[src/rtl/sync1010_frame_tx.sv]
// sync1010_frame_tx: serial framer sending SYNC pattern then payload MSB first, with a 1-cycle idle gap.
// Define SYNC1010_FRAME_TX_PARITY_EN to append an even-parity bit after the payload.
module sync1010_frame_tx #(
  parameter int                SYNC_W = 4,
  parameter logic [SYNC_W-1:0] SYNC   = 4'b1010,
  parameter int                DATA_W = 8
) (
  input  logic              clk,
  input  logic              reset_n,
  input  logic              i_tx_valid,
  input  logic [DATA_W-1:0] i_tx_data,
  output logic              o_tx_ready,
  output logic              o_dout,
  output logic              o_dout_en,
  output logic              o_done
);
  localparam int MAXW = SYNC_W > DATA_W ? SYNC_W : DATA_W;
  localparam int CW   = $clog2(MAXW + 1);
  typedef enum logic [2:0] {ST_IDLE, ST_SYNC, ST_DATA, ST_PAR, ST_GAP} state_t;
  state_t            r_state, w_state_nxt;
  logic [CW-1:0]     r_cnt, w_cnt_nxt;
  logic [DATA_W-1:0] r_sr, w_sr_nxt;
  logic [SYNC_W-1:0] w_sync_sh;
  logic              w_dout_nxt, w_en_nxt, w_done_nxt;
`ifdef SYNC1010_FRAME_TX_PARITY_EN
  logic              r_par, w_par_nxt;
`endif
  assign o_tx_ready = r_state == ST_IDLE;
  // Outputs are registered from the next state, so r_state names the bit already on the line.
  assign w_sync_sh  = SYNC >> (r_cnt - CW'(1));
  always_comb begin
    w_state_nxt = r_state;
    w_cnt_nxt   = r_cnt;
    w_sr_nxt    = r_sr;
    w_dout_nxt  = 1'b0;
    w_en_nxt    = 1'b0;
    w_done_nxt  = 1'b0;
`ifdef SYNC1010_FRAME_TX_PARITY_EN
    w_par_nxt   = r_par;
`endif
    case (r_state)
      ST_IDLE: if (i_tx_valid) begin
        w_state_nxt = ST_SYNC;
        w_cnt_nxt   = CW'(SYNC_W - 1);
        w_sr_nxt    = i_tx_data;
        w_dout_nxt  = SYNC[SYNC_W-1];
        w_en_nxt    = 1'b1;
`ifdef SYNC1010_FRAME_TX_PARITY_EN
        w_par_nxt   = ^i_tx_data;
`endif
      end
      ST_SYNC: begin
        w_en_nxt = 1'b1;
        if (r_cnt != '0) begin
          w_cnt_nxt  = r_cnt - CW'(1);
          w_dout_nxt = w_sync_sh[0];
        end else begin
          w_state_nxt = ST_DATA;
          w_cnt_nxt   = CW'(DATA_W - 1);
          w_dout_nxt  = r_sr[DATA_W-1];
          w_sr_nxt    = r_sr << 1;
        end
      end
      ST_DATA: if (r_cnt != '0) begin
        w_en_nxt   = 1'b1;
        w_cnt_nxt  = r_cnt - CW'(1);
        w_dout_nxt = r_sr[DATA_W-1];
        w_sr_nxt   = r_sr << 1;
      end else begin
        w_cnt_nxt   = '0;
`ifdef SYNC1010_FRAME_TX_PARITY_EN
        w_state_nxt = ST_PAR;
        w_en_nxt    = 1'b1;
        w_dout_nxt  = r_par;
`else
        w_state_nxt = ST_GAP;
        w_done_nxt  = 1'b1;
`endif
      end
      ST_PAR: begin
        w_state_nxt = ST_GAP;
        w_done_nxt  = 1'b1;
      end
      default: begin
        w_state_nxt = ST_IDLE;
        w_cnt_nxt   = '0;
      end
    endcase
  end
  always_ff @(posedge clk or negedge reset_n)
    if (!reset_n) begin
      r_state   <= ST_IDLE;
      r_cnt     <= '0;
      r_sr      <= '0;
      o_dout    <= 1'b0;
      o_dout_en <= 1'b0;
      o_done    <= 1'b0;
`ifdef SYNC1010_FRAME_TX_PARITY_EN
      r_par     <= 1'b0;
`endif
    end else begin
      r_state   <= w_state_nxt;
      r_cnt     <= w_cnt_nxt;
      r_sr      <= w_sr_nxt;
      o_dout    <= w_dout_nxt;
      o_dout_en <= w_en_nxt;
      o_done    <= w_done_nxt;
`ifdef SYNC1010_FRAME_TX_PARITY_EN
      r_par     <= w_par_nxt;
`endif
    end
endmodule

[config.mk]
export PLATFORM = sky130hd
export DESIGN_NAME = sync1010_frame_tx
export DESIGN_NICKNAME = d
export VERILOG_FILES = /design/src/rtl/sync1010_frame_tx.sv
export SDC_FILE = /design/constraint.sdc
export NUM_CORES = 1
export LEC_CHECK = 0
export BUFFER_PORTS_ARGS = -buffer_cell sky130_fd_sc_hd__buf_2
export CAP_MARGIN = 30
export CORE_MARGIN = 1.5
export CORE_UTILIZATION = 42
export DETAILED_ROUTE_END_ITERATION = 10
export HOLD_SLACK_MARGIN = 0.06
export PLACE_DENSITY = 0.6
export SLEW_MARGIN = 20
export SYNTH_ARGS = -nofsm -noshare
export SYNTH_HDL_FRONTEND = slang
export SYNTH_SLANG_ARGS = --single-unit
[constraint.sdc]
create_clock -name clk -period 2.6 [get_ports clk]
set_input_delay 0.39 -clock clk [delete_from_list [all_inputs] [get_ports clk]]
set_output_delay 0.39 -clock clk [all_outputs]
set_load 0.02 [all_outputs]
Word-level counts from Yosys, hierarchy flattened
Index checks and enable logic that the tools add are counted.
Widths: inputs -> output; s select.
- bits in registers: 18
- input bits: 11
- output and inout bits: 4
- logic and storage cells: 42
- add/subtract/negate cells: 1
- equality and inequality tests: 7
- shifts and indexed selects: 1
- multiplexer cells: 20
- bitwise logic cells: 1
- reduce and logical (&&, ||, !) cells: 6
- operator list (operator ; count):
    $mux 8 ; 3
    $pmux 8 s3 ; 1
    $pmux 4 s4 ; 1
    $mux 4 ; 3
    $pmux 3 s4 ; 1
    $mux 3 ; 3
    $ne 2x2->1 const B ; 4
    $eq 3x2->1 const B ; 2
    $pmux 1 s3 ; 2
    $mux 1 ; 5
    $reduce_and 4->1 ; 1
    $reduce_bool 4->1 ; 1
    $shr 4x4->1 const A ; 1
    $sub 4x1->4 const B ; 1
    $eq 3x1->1 const B ; 1
    $logic_not 3->1 ; 1
    $reduce_and 3->1 ; 1
    $reduce_bool 3->1 ; 1
    $pmux 1 s2 ; 1
    $reduce_and 2->1 ; 1
    $not 1->1 ; 1

Depth between registers and ports, before layout
Gate-level depths: netlist of the first run.
- depth after elaboration: 4
- depth in mapped cells: 8
- mapped depth without buffers: 6

Worst setup path after synthesis of the first run
Ideal clock, no wire load.
- kind: register to register
- from: register r_cnt[0]
- to: register r_sr[7]
- arrival: 1966 ps
- slack: 561 ps
- stages on the path, launching flop included: 9
- buffers on the path: 2
- clock period less this slack: 2039 ps
- path through: dfrtp_1 inv_1 ha_1 buf_6 or3b_4 a2111oi_4 buf_6 nor2_1 a21oi_2
- longest elaborated chain between the ends: 3
- RTL lines (what ; RTL line ; RTL):
    from (decl) ; 21 ; logic [CW-1:0] r_cnt, w_cnt_nxt;
    from (signal assigned) ; 103 ; r_cnt <= w_cnt_nxt;
    $reduce_bool 4->1 * ; 54, 64 ;
    $ne 2x2->1 (no line) ; - ;
    $reduce_and 4->1 (no line) * ; - ;
    to (signal assigned) ; 104 ; r_sr <= w_sr_nxt;
    to (decl) ; 22 ; logic [DATA_W-1:0] r_sr, w_sr_nxt;
Every way passes the cells marked *; elsewhere a longest branch is shown, timed or not.
A chain may end at the register's enable or synchronous reset.

Final worst setup path of the first run
- from: register r_cnt[0]
- to: register r_sr[0]
Same word-level chain as after synthesis.

==> results of run 1 <==
[path summary, 6_finish.rpt]
check | startpoint | to | slack, ns | cells past startpoint
worst max register to register | r_cnt[0]$_DFFE_PN0P_ | r_sr[0]$_DFFE_PN0P_ | 0.42 | 7
min in group asynchronous | reset_n | o_dout$_DFF_PN0_ | 0.55 | 2
worst min register to register | r_sr[6]$_DFFE_PN0P_ | r_sr[6]$_DFFE_PN0P_ | 0.53 | 2
worst min-delay path | i_tx_data[0] | r_sr[0]$_DFFE_PN0P_ | 0.37 | 3
worst max-delay path | r_cnt[0]$_DFFE_PN0P_ | r_sr[0]$_DFFE_PN0P_ | 0.42 | 7
max in group asynchronous | reset_n | r_sr[1]$_DFFE_PN0P_ | 1.78 | 2
[per-layer routing]
layer | vias up | track usage (%) | routed length, µm
met1 | 377 | 24.0 | 924
met5 | - | 0 | 0
met4 | 0 | 8.77 | 26
li1 | 398 | - | -
met2 | 28 | 25.5 | 850
met3 | 4 | 3.45 | 109
[cell usage after synthesis]
cell type	count
a2111oi_4	1
a21oi_1	12
a21oi_2	2
a221oi_1	1
a311oi_1	1
a31oi_1	1
a32o_1	1
and4bb_2	1
buf_6	2
clkbuf_1	4
dfrtp_1	18
ha_1	1
inv_1	6
mux2i_1	8
nand2_1	5
nand3b_1	1
nand4_1	1
nor2_1	9
nor2_2	1
nor2b_1	2
nor3_1	4
nor3b_1	1
o2111ai_1	1
o211a_1	3
o211ai_1	1
o21ai_0	5
o21bai_1	2
o311ai_0	1
o41ai_1	1
or2b_1	1
or3b_2	1
or3b_4	1
xnor2_1	1
[worst max-delay path: cells and delay by family (launching register included)]
| kind | cells | cell delay, ns |
|---|---|---|
| adders and majority gates | 1 | 0.31 |
| DFF | 1 | 0.45 |
| and+or+nand+nor | 2 | 0.55 |
| AOI/OAI and AO/OA | 2 | 0.43 |
| buffers and inverters | 2 | 0.35 |
[placed cells by master, fill, tap and decap left out, drive strengths merged]
master	n
inv	6
nand2	5
mux2i	8
dlygate4sd3	1
nor2	10
a221oi	1
and4bb	1
a21oi	14
o21bai	2
or3b	2
a32o	1
o21ai	5
or2b	1
o2111ai	1
nor3	4
o41ai	1
o311ai	1
xnor2	1
nor2b	2
nand3b	1
o211ai	1
a31oi	1
buf	17
dfrtp	18
o211a	3
nand4	1
a311oi	1
a2111oi	1
nor3b	1
clkbuf	3
ha	1
[registers in the layout (all words and copies together), names as in the netlist]
signal     flops
r_sr           8
r_cnt          4
r_state        3
o_done         1
o_dout         1
o_dout_en      1
[power by group through the flow]
stage | Combinational [W] | Sequential [W] | Clock [W]
final | 0.000902 | 0.000569 | 0.000131
after global routing | 0.00102 | 0.000594 | 0.000147
after CTS | 0.000912 | 0.000568 | 0.000137
after detailed placement | 0.000911 | 0.000573 | 0
after global placement | 0.000898 | 0.000570 | 0
after floorplan | 0.000781 | 0.000525 | 0
[cell type report]
class | count | share of cell area [%]
clock buffer | 3 | 1.99
tap | 28 | 3.10
timing repair buffer | 18 | 9.08
inverter | 6 | 1.99
multi-input combinational | 71 | 44.0
sequential | 18 | 39.9
[metrics by stage]
stage / total power [W] / hold WS [ns] / cell area (µm²) / util (%)
floorplan: 0.00131 / 0.0944 / 1010 / -
global placement: 0.00147 / 0.344 / 1100 / 49.1
CTS: 0.00162 / 0.379 / 1130 / 50.6
finish: 0.00160 / 0.374 / 1130 / 50.6
detailed placement: 0.00148 / 0.347 / 1100 / 49.1
global route: 0.00176 / 0.395 / 1130 / 50.6
[cells by family after synthesis]
kind of cell | Yosys count | synth area share [%]
AOI/OAI and AO/OA | 33 | 24.1
and+or+nand+nor | 28 | 15.2
DFF | 18 | 44.7
buffers and inverters | 12 | 5.96
muxes | 8 | 7.95
xor gates and xnor gates | 1 | 0.870
adders and majority gates | 1 | 1.24
==> impl_results.md, run 1 <==
* Setup TNS at 0 ns
* Internal Power at 0.000895 W
* Site Rows at 17
* Die area at 2700 µm²
* WP data required at 2.80 ns
* Setup slack at placement at 0.416 ns
* # fillers at 218
* Vias in the first global route at 740
* Top-Level Pins at 15
* Critical path type: reg2reg
* Post-DP HPWL at 1410 µm
* Status: complete, no violations
* Yosys top cell by area: dfrtp_1
* Final Setup Violations at 0
* Final WS setup at 0.416 ns
* CTS tree: yes
* Fmax achieved at 458 MHz
* Initial Utilization at 45.1%
* Footprint of the multi-input gates at 497 µm²
* Synth Cell Area at 1010 µm²
* DR WL/cell at 13.3 µm
* Remaining Overflow, GRT at 0
* HP Class: in2reg
* Routed vias at 807
* N_diodes at 0
* Layout cells sized above 1 at 23.3%
* Clock power share at 8.2%
* Root Buffer: clkbuf_4
* Slowest-stage cell, CP: or3b_4
* DRT Pass-1 Iters at 4
* CTS H-tree depth at 1
* Global-route usage over all layers at 17.3%
* Pins Over Slew Limit at 0
* TritonCTS buffer count at 3
* Sequential Area at 450 µm²
* Max VDD drop at 0.000702 V
* Synth area leaders: dfrtp_1 45%, mux2i_1 8.0%, a21oi_1 6.0%
* Setup bufs post-CTS at 0
* Die width at 52.0 µm
* Max-capacitance violation count at 0
* Final wirelength at 1910 µm
* Syn_nets at 113
* PortBufs at 14
* Largest net degree at the start of global routing at 19
* CP Capture Type: flip-flop
* DP Cell Count at 140
* Yosys reg bits at 18
* First-pass GRT wire length at 3360 µm
* Final Hold Viols at 0
* Top cell type's share of synthesized area at 44.7%
* Synth unique cells at 33
* Ys Warns at 0
* Nets at 130
* Pwr per Cell Area at 1420 nW/µm²
* Period utilization at 84.0%
* Post-Syn Area per Cell at 9.97 µm²
* Routability Congestion at 0.959
* Critical Path Start Type: flip-flop
* Fin crit period at 2.18 ns
* Switching pwr at 0.000707 W
* Post-route ant nets at 0
* Initial antenna violation count at 0
* Worst path cell trace: inv_1 -> ha_1 -> or3b_4 -> a2111oi_4 -> buf_4 -> nand3b_1 -> o21ai_0
* Crit path DAT at 2.39 ns
* Core ar. at 2230 µm²
* Area growth syn-to-layout at 12.2%
* Max incr delay on CP at 0.46 ns
* Combinational share of power at 56.3%
* Seq/Total Area, Yosys at 44.7%
* DR iter-0 viols at 20
* # resized after CTS at 0
* Drt drc at 0
* Clock-pin slew of the registers on the worst-case setup and hold paths at 0.09 ns
* Max Root-Sink Buffers at 2
* Sw frac at 44.1%
* Crit path max fanout at 16
* Height of the die at 52.0 µm
* Skew-Pair Late Insertion Delay at 0.28 ns
* Cts hold-fix bufs at 1
* Max_slew headroom at 64.7%
* Worst-Margin Slew at 0.528 ns
* Layout Cells excl Fill at 144
* Leak at 0.515 nW
* Clock sink total at 18
* Post-Route Skew at 0.000811 ns
* RSZ-0062 raised after global routing: false
* Reg power frac at 35.5%
* Post-synthesis cell count at 101
* Vias/cell at 5.60
No activity file was read; power rests on OpenSTA's default activity.
==> run 2: changes to the inputs <==
- PLACE_DENSITY: 0.6 -> 0.62
- clock period: 2.6 -> 1.8 ns (I/O delays scaled with it)
==> run 2 against run 1 <==
Effect of this change: the run now ends with setup timing left; critical endpoint is now r_sr[6]$_DFFE_PN0P_; largest power group unchanged; total power increased by 81%; sequential share of layout area decreased by 5.3 points; sequential power rose by 37%; clock skew up 0.0087 ns; non-clock buffer count grew 11; sequential cell count is the same; register-to-register slack worse by 0.52 ns; critical path type unchanged.
==> impl_results.md, run 2 (same netlist as run 1, synthesis figures left out) <==
* RSZ-0062 raised after global routing: true
* Layout Cells excl Fill at 156 (+8.3%)
* Fmax achieved at 525 MHz (+15%)
* Remaining Overflow, GRT at 0 (unchanged)
* Setup slack at placement at -0.0266 ns (-0.443 ns)
* Area growth syn-to-layout at 29.2%
* Layout cells sized above 1 at 35.9% (+13 points)
* Pins Over Slew Limit at 0 (unchanged)
* FF-to-FF Start: r_cnt[0]$_DFFE_PN0P_
* Post-Route Skew at 0.00951 ns (+0.00870 ns)
* Vias in the first global route at 859 (+16%)
* Max Root-Sink Buffers at 2 (unchanged)
* Nets at 141 (+8.5%)
* Largest net degree at the start of global routing at 19 (unchanged)
* Die area at 2700 µm² (unchanged)
* Die width at 52.0 µm (unchanged)
* DRT Pass-1 Iters at 4 (unchanged)
* N_diodes at 0 (unchanged)
* Biggest regs: r_sr: 8 flops, r_cnt: 4 flops, r_state: 3 flops
* TritonCTS buffer count at 3 (unchanged)
* Post-route ant nets at 0 (unchanged)
* Final core utilization at 58.3% (+7.7 points)
* CP startpoint: r_cnt[0]$_DFFE_PN0P_
* Fin crit period at 1.90 ns (-0.280 ns)
* Routability Congestion at 0.909 (-5.2%)
* Pwr Total at 0.00290 W (+81%)
* CTS H-tree depth at 1 (unchanged)
* Vias/cell at 5.43 (-3.1%)
* WP data required at 2.04 ns (-0.76 ns)
* First-pass GRT wire length at 3910 µm (+16%)
* DR WL/cell at 14.8 µm (+11%)
* Max FFs per register at 8 (unchanged)
* Crit path DAT at 2.14 ns (-0.25 ns)
* Status: finished, violations left
* Crit path max fanout at 8 (-8)
* DR iter-0 viols at 17 (-15%)
* Final WS setup at -0.104 ns (-0.520 ns)
* Failing checks: setup timing
* Final Hold Viols at 0 (unchanged)
* Final wirelength at 2310 µm (+21%)
* Core ar. at 2230 µm² (unchanged)
* CTS tree: yes
* DP Cell Count at 148 (+5.7%)
* Max-capacitance violation count at 0 (unchanged)
* Clock sink total at 18 (unchanged)
* Leak at 0.590 nW (+15%)
* Initial antenna violation count at 0 (unchanged)
* Clock-pin slew of the registers on the worst-case setup and hold paths at 0.12 ns (+0.03 ns)
* Min-Delay Startpoint: i_tx_data[0]
* Max_slew headroom at 69.0% (+4.3 points)
* HP Class: in2reg
* Skew-Pair Late Insertion Delay at 0.30 ns (+0.02 ns)
* Critical Path Start Type: flip-flop
* Critical path type: reg2reg
* Period utilization at 106% (+22 points)
* Pwr per Cell Area at 2230 nW/µm² (+57%)
* Root Buffer: clkbuf_4
* Worst hold slack at 0.244 ns (-0.129 ns)
* Global-route usage over all layers at 20.1% (+2.7 points)
* Most frequent cells in the layout: 18 x dfrtp_1, 14 x buf_2, 12 x buf_4, 11 x a21oi_1, 8 x mux2i_1
* Most flops, register: r_sr
* Worst-Margin Slew at 0.465 ns (-0.0634 ns)
* Post-DP HPWL at 1570 µm (+11%)
* PortBufs at 14 (unchanged)
* Commonest non-fill, non-tap cell in the layout: dfrtp_1
* Height of the die at 52.0 µm (unchanged)
* Final Setup Violations at 8 (+8)
* Site Rows at 17 (unchanged)
* CP Capture Type: flip-flop
* Drt drc at 0 (unchanged)
* Top-Level Pins at 15 (unchanged)
* Initial Utilization at 45.1% (unchanged)
* Max VDD drop at 0.00127 V (+81%)
* Routed vias at 847 (+5.0%)
run 2: changes by cell type in the layout (fill, tap and decap cells not counted), moves of 2 or more:
cell and change:
inv_1 -2, buf_4 +9, nor2_1 -2, nor2_4 +2
clkbuf_16 +2, inv_2 +2, o21ai_1 +2, o21ai_0 -2
run 2: metrics by stage:
step / cell area (µm²) / setup TNS, ns
after CTS: 1220 / -0.225
final: 1300 / -0.686
after floorplan: 1010 / -1.36
after global routing: 1300 / -1.43
after global placement: 1170 / 0
after detailed placement: 1170 / -0.0349
run 2: what timing repair did:
item	CTS	global route
hold endpoints to repair	18	0
pin swaps	0	2
endpoints found under the setup margin	9	9
gates resized for setup	2	12
hold buffers	1	0
gates cloned	0	1
buffers inserted	0	2
run 2: worst max-delay path, stage by stage, from the launching register on:
cell,delay (ns)
dfrtp_1,0.40
inv_2,0.09
ha_4,0.13
or3b_4,0.39
a2111oi_4,0.37
buf_4,0.19
clkbuf_16,0.14
nor2_4,0.03
a21oi_2,0.09
run 2: layer usage:
| metal | GRT usage, % | routed length (µm) | vias up |
|---|---|---|---|
| met5 | 0 | 0 | - |
| li1 | - | - | 420 |
| met4 | 8.77 | 16 | 0 |
| met3 | 3.74 | 95 | 2 |
| met1 | 24.1 | 972 | 400 |
| met2 | 34.6 | 1220 | 25 |
run 2: layout make-up:
type	count	area, µm²
fill	215	932
multi-input combinational	71	537
sequential	18	450
timing repair buffer	29	220
clock buffer	4	36.3
tap	28	35.0
inverter	6	22.5
run 2: where the power goes:
group / total, W / switching (W) / internal (W)
combinational: 0.00186 / 0.000908 / 0.000955
clock: 0.000258 / 0.000135 / 0.000123
sequential: 0.000777 / 0.000179 / 0.000598
run 2: final timing paths:
path / depth (start not counted) / slack [ns] / to
worst max-delay path: 8 / -0.10 / r_sr[6]$_DFFE_PN0P_
worst min-delay path: 3 / 0.24 / r_sr[0]$_DFFE_PN0P_
worst max register to register: 8 / -0.10 / r_sr[6]$_DFFE_PN0P_
worst min register to register: 2 / 0.54 / r_sr[0]$_DFFE_PN0P_
max in group asynchronous: 2 / 1.09 / r_sr[2]$_DFFE_PN0P_
min in group asynchronous: 2 / 0.42 / o_dout$_DFF_PN0_
==> run 3: changes to the inputs <==
- CORE_UTILIZATION: 42 -> 49
- PLACE_DENSITY: 0.62 -> 0.71
==> run 3 against run 2 <==
Effect of this change: the flow now finishes without violations; core utilization increased by 5.7 points; clock skew decreased by 0.0047 ns; first-iteration DRC count decreased by 12%; die area decreased by 13%; routed wire length decreased by 7.2%; non-clock buffer count unchanged; combinational power decreased by 10%; cell count decreased by 1.3%; via count increased by 0.59%; sequential power decreased by 2%; worst setup slack improved by 0.14 ns.
==> impl_results.md, run 3 (same netlist as run 1, synthesis figures left out) <==
* Fmax achieved at 566 MHz (+7.7%)
* Height of the die at 48.3 µm (-7.0%)
* Clock-pin slew of the registers on the worst-case setup and hold paths at 0.10 ns (-0.02 ns)
* Combinational share of power at 63.5% (-0.8 points)
* PortBufs at 14 (unchanged)
* Max incr delay on CP at 0.40 ns (about the same)
* Sw frac at 43.3% (+1.1 points)
* Layout cells sized above 1 at 35.4% (-0.50 points)
* DRT Pass-1 Iters at 4 (unchanged)
* Core ar. at 1940 µm² (-13%)
* Most frequent cells in the layout: 18 x dfrtp_1, 14 x buf_2, 13 x buf_4, 12 x a21oi_1, 8 x mux2i_1
* Pins Over Slew Limit at 0 (unchanged)
* Largest net degree at the start of global routing at 19 (unchanged)
* Max Root-Sink Buffers at 2 (unchanged)
* Internal Power at 0.00149 W (-11%)
* Die area at 2340 µm² (-13%)
* CP Capture Type: flip-flop
* Vias in the first global route at 867 (+0.93%)
* CTS H-tree depth at 1 (unchanged)
* Clock power share at 7.5% (-1.4 points)
* Worst-Margin Slew at 0.419 ns (-0.0464 ns)
* Post-DP HPWL at 1600 µm (+1.6%)
* Routability Congestion at 0.900 (-1.0%)
* Worst path cell trace: inv_2 -> ha_4 -> or3b_4 -> a2111oi_4 -> buf_4 -> nor2_2 -> a21oi_1
* Critical Path Start Type: flip-flop
* Fin crit period at 1.77 ns (-0.137 ns)
* Period utilization at 98.2% (-7.6 points)
* Critical path type: reg2reg
* N_diodes at 0 (unchanged)
* Pwr per Cell Area at 2120 nW/µm² (-5.0%)
* Drt drc at 0 (unchanged)
* # fillers at 169 (-21%)
* Post-Route Skew at 0.00486 ns (-0.00465 ns)
* Slowest-stage cell, CP: dfrtp_1
* Status: complete, no violations
* Pwr Total at 0.00263 W (-9.4%)
* Max_slew headroom at 71.7% (+2.7 points)
* Vias/cell at 5.53 (+1.9%)
* HP Class: in2reg
* Final Hold Viols at 0 (unchanged)
* Reg power frac at 29.0% (+2.2 points)
* Setup bufs post-CTS at 0 (unchanged)
* Clock sink total at 18 (unchanged)
* Max-capacitance violation count at 0 (unchanged)
* Critical path's top delay family: compound AO/OA/AOI/OAI gates
* Skew-Pair Late Insertion Delay at 0.29 ns (about the same)
* Initial antenna violation count at 0 (unchanged)
* Post-route ant nets at 0 (unchanged)
* Global-route usage over all layers at 20.0% (-0.021 points)
* Die width at 48.3 µm (-7.0%)
* RSZ-0062 raised after global routing: true
* Remaining Overflow, GRT at 0 (unchanged)
* Final Setup Violations at 0 (-8)
* Initial Utilization at 51.9% (+6.8 points)
* First-pass GRT wire length at 3670 µm (-6.0%)
* Switching pwr at 0.00114 W (-7.0%)
* Leak at 0.568 nW (-3.7%)
* WP data required at 2.02 ns (-0.02 ns)
* Worst hold slack at 0.239 ns (-0.00515 ns)
* Top-Level Pins at 15 (unchanged)
* DR WL/cell at 13.9 µm (-6.0%)
* Nets at 141 (unchanged)
* Final wirelength at 2140 µm (-7.2%)
* Area growth syn-to-layout at 23.2%
* Reg-to-reg setup timing slack at 0.03 ns (+0.14 ns)
* Commonest non-fill, non-tap cell in the layout: dfrtp_1
* Most flops, register: r_sr
* Final core utilization at 63.9% (+5.7 points)
* TritonCTS buffer count at 3 (unchanged)
* Root Buffer: clkbuf_4
* Crit path DAT at 1.99 ns (-0.15 ns)
* DR iter-0 viols at 15 (-2)
* Site Rows at 16 (-1)
* Crit path max fanout at 6 (-2)
* Max FFs per register at 8 (unchanged)
* Max VDD drop at 0.00133 V (+4.8%)
* Biggest regs: r_sr: 8 flops, r_cnt: 4 flops, r_state: 3 flops
* Routed vias at 852 (+0.59%)
* CTS tree: yes
* Worst Path Buf+Inv at 2 (-1)
-- run 3: power by group through the flow --
stage          logic, W  clock network [W]  registers, W
2_1_floorplan   0.00113                  0      0.000759
3_3_place_gp    0.00154                  0      0.000752
3_5_place_dp    0.00157                  0      0.000759
4_1_cts         0.00160           0.000201      0.000752
5_1_grt         0.00185           0.000211      0.000786
6_report        0.00167           0.000197      0.000761
-- run 3: cell type report --
class | count | area, µm² | area share (%)
Multi-Input combinational cell | 71 | 523 | 42.1
Sequential cell | 18 | 450 | 36.3
Timing Repair Buffer | 29 | 189 | 15.2
Tap cell | 27 | 33.8 | 2.72
Clock buffer | 3 | 22.5 | 1.81
Inverter | 6 | 22.5 | 1.81
-- run 3: path summary, 6_finish.rpt --
check	start	to	cells past startpoint
worst min-delay path	i_tx_data[0]	r_sr[0]$_DFFE_PN0P_	3
min in group asynchronous	reset_n	r_state[0]$_DFFE_PN0P_	2
worst max-delay path	r_cnt[0]$_DFFE_PN0P_	r_sr[5]$_DFFE_PN0P_	7
worst max register to register	r_cnt[0]$_DFFE_PN0P_	r_sr[5]$_DFFE_PN0P_	7
worst min register to register	r_sr[6]$_DFFE_PN0P_	r_sr[6]$_DFFE_PN0P_	2
max in group asynchronous	reset_n	r_sr[5]$_DFFE_PN0P_	2
-- run 3: what timing repair did --
action | in CTS | in global routing
endpoints found under the setup margin | 1 | 9
hold endpoints to repair | 18 | 0
hold buffers | 1 | 0
gates resized for setup | 1 | 9
-- run 3: routing by layer --
metal	track usage, %	vias up	share of wire, %
met3	3.70	4	2.5
met5	0	-	0
met4	5.24	0	1.1
li1	-	425	-
met2	34.3	14	50
met1	26.3	409	47
-- run 3: worst min-delay path, delay by kind of cell --
family	cells	cell delay [ns]
AOI/OAI and AO/OA	1	0.07
buffers and inverters	1	0.08
and+or+nand+nor	1	0.07
-- run 3: stage by stage --
step / TNS (ns) / cells / cell area [µm²] / setup WS (ns)
3_3_place_gp: 0 / 150 / 1180 / 0.0675
3_5_place_dp: 0 / 150 / 1180 / 0.00283
6_report: 0 / 154 / 1240 / 0.0322
5_1_grt: -0.388 / 154 / 1240 / -0.0626
4_1_cts: 0 / 154 / 1220 / 0.0111
2_1_floorplan: -1.36 / 101 / 1010 / -0.186
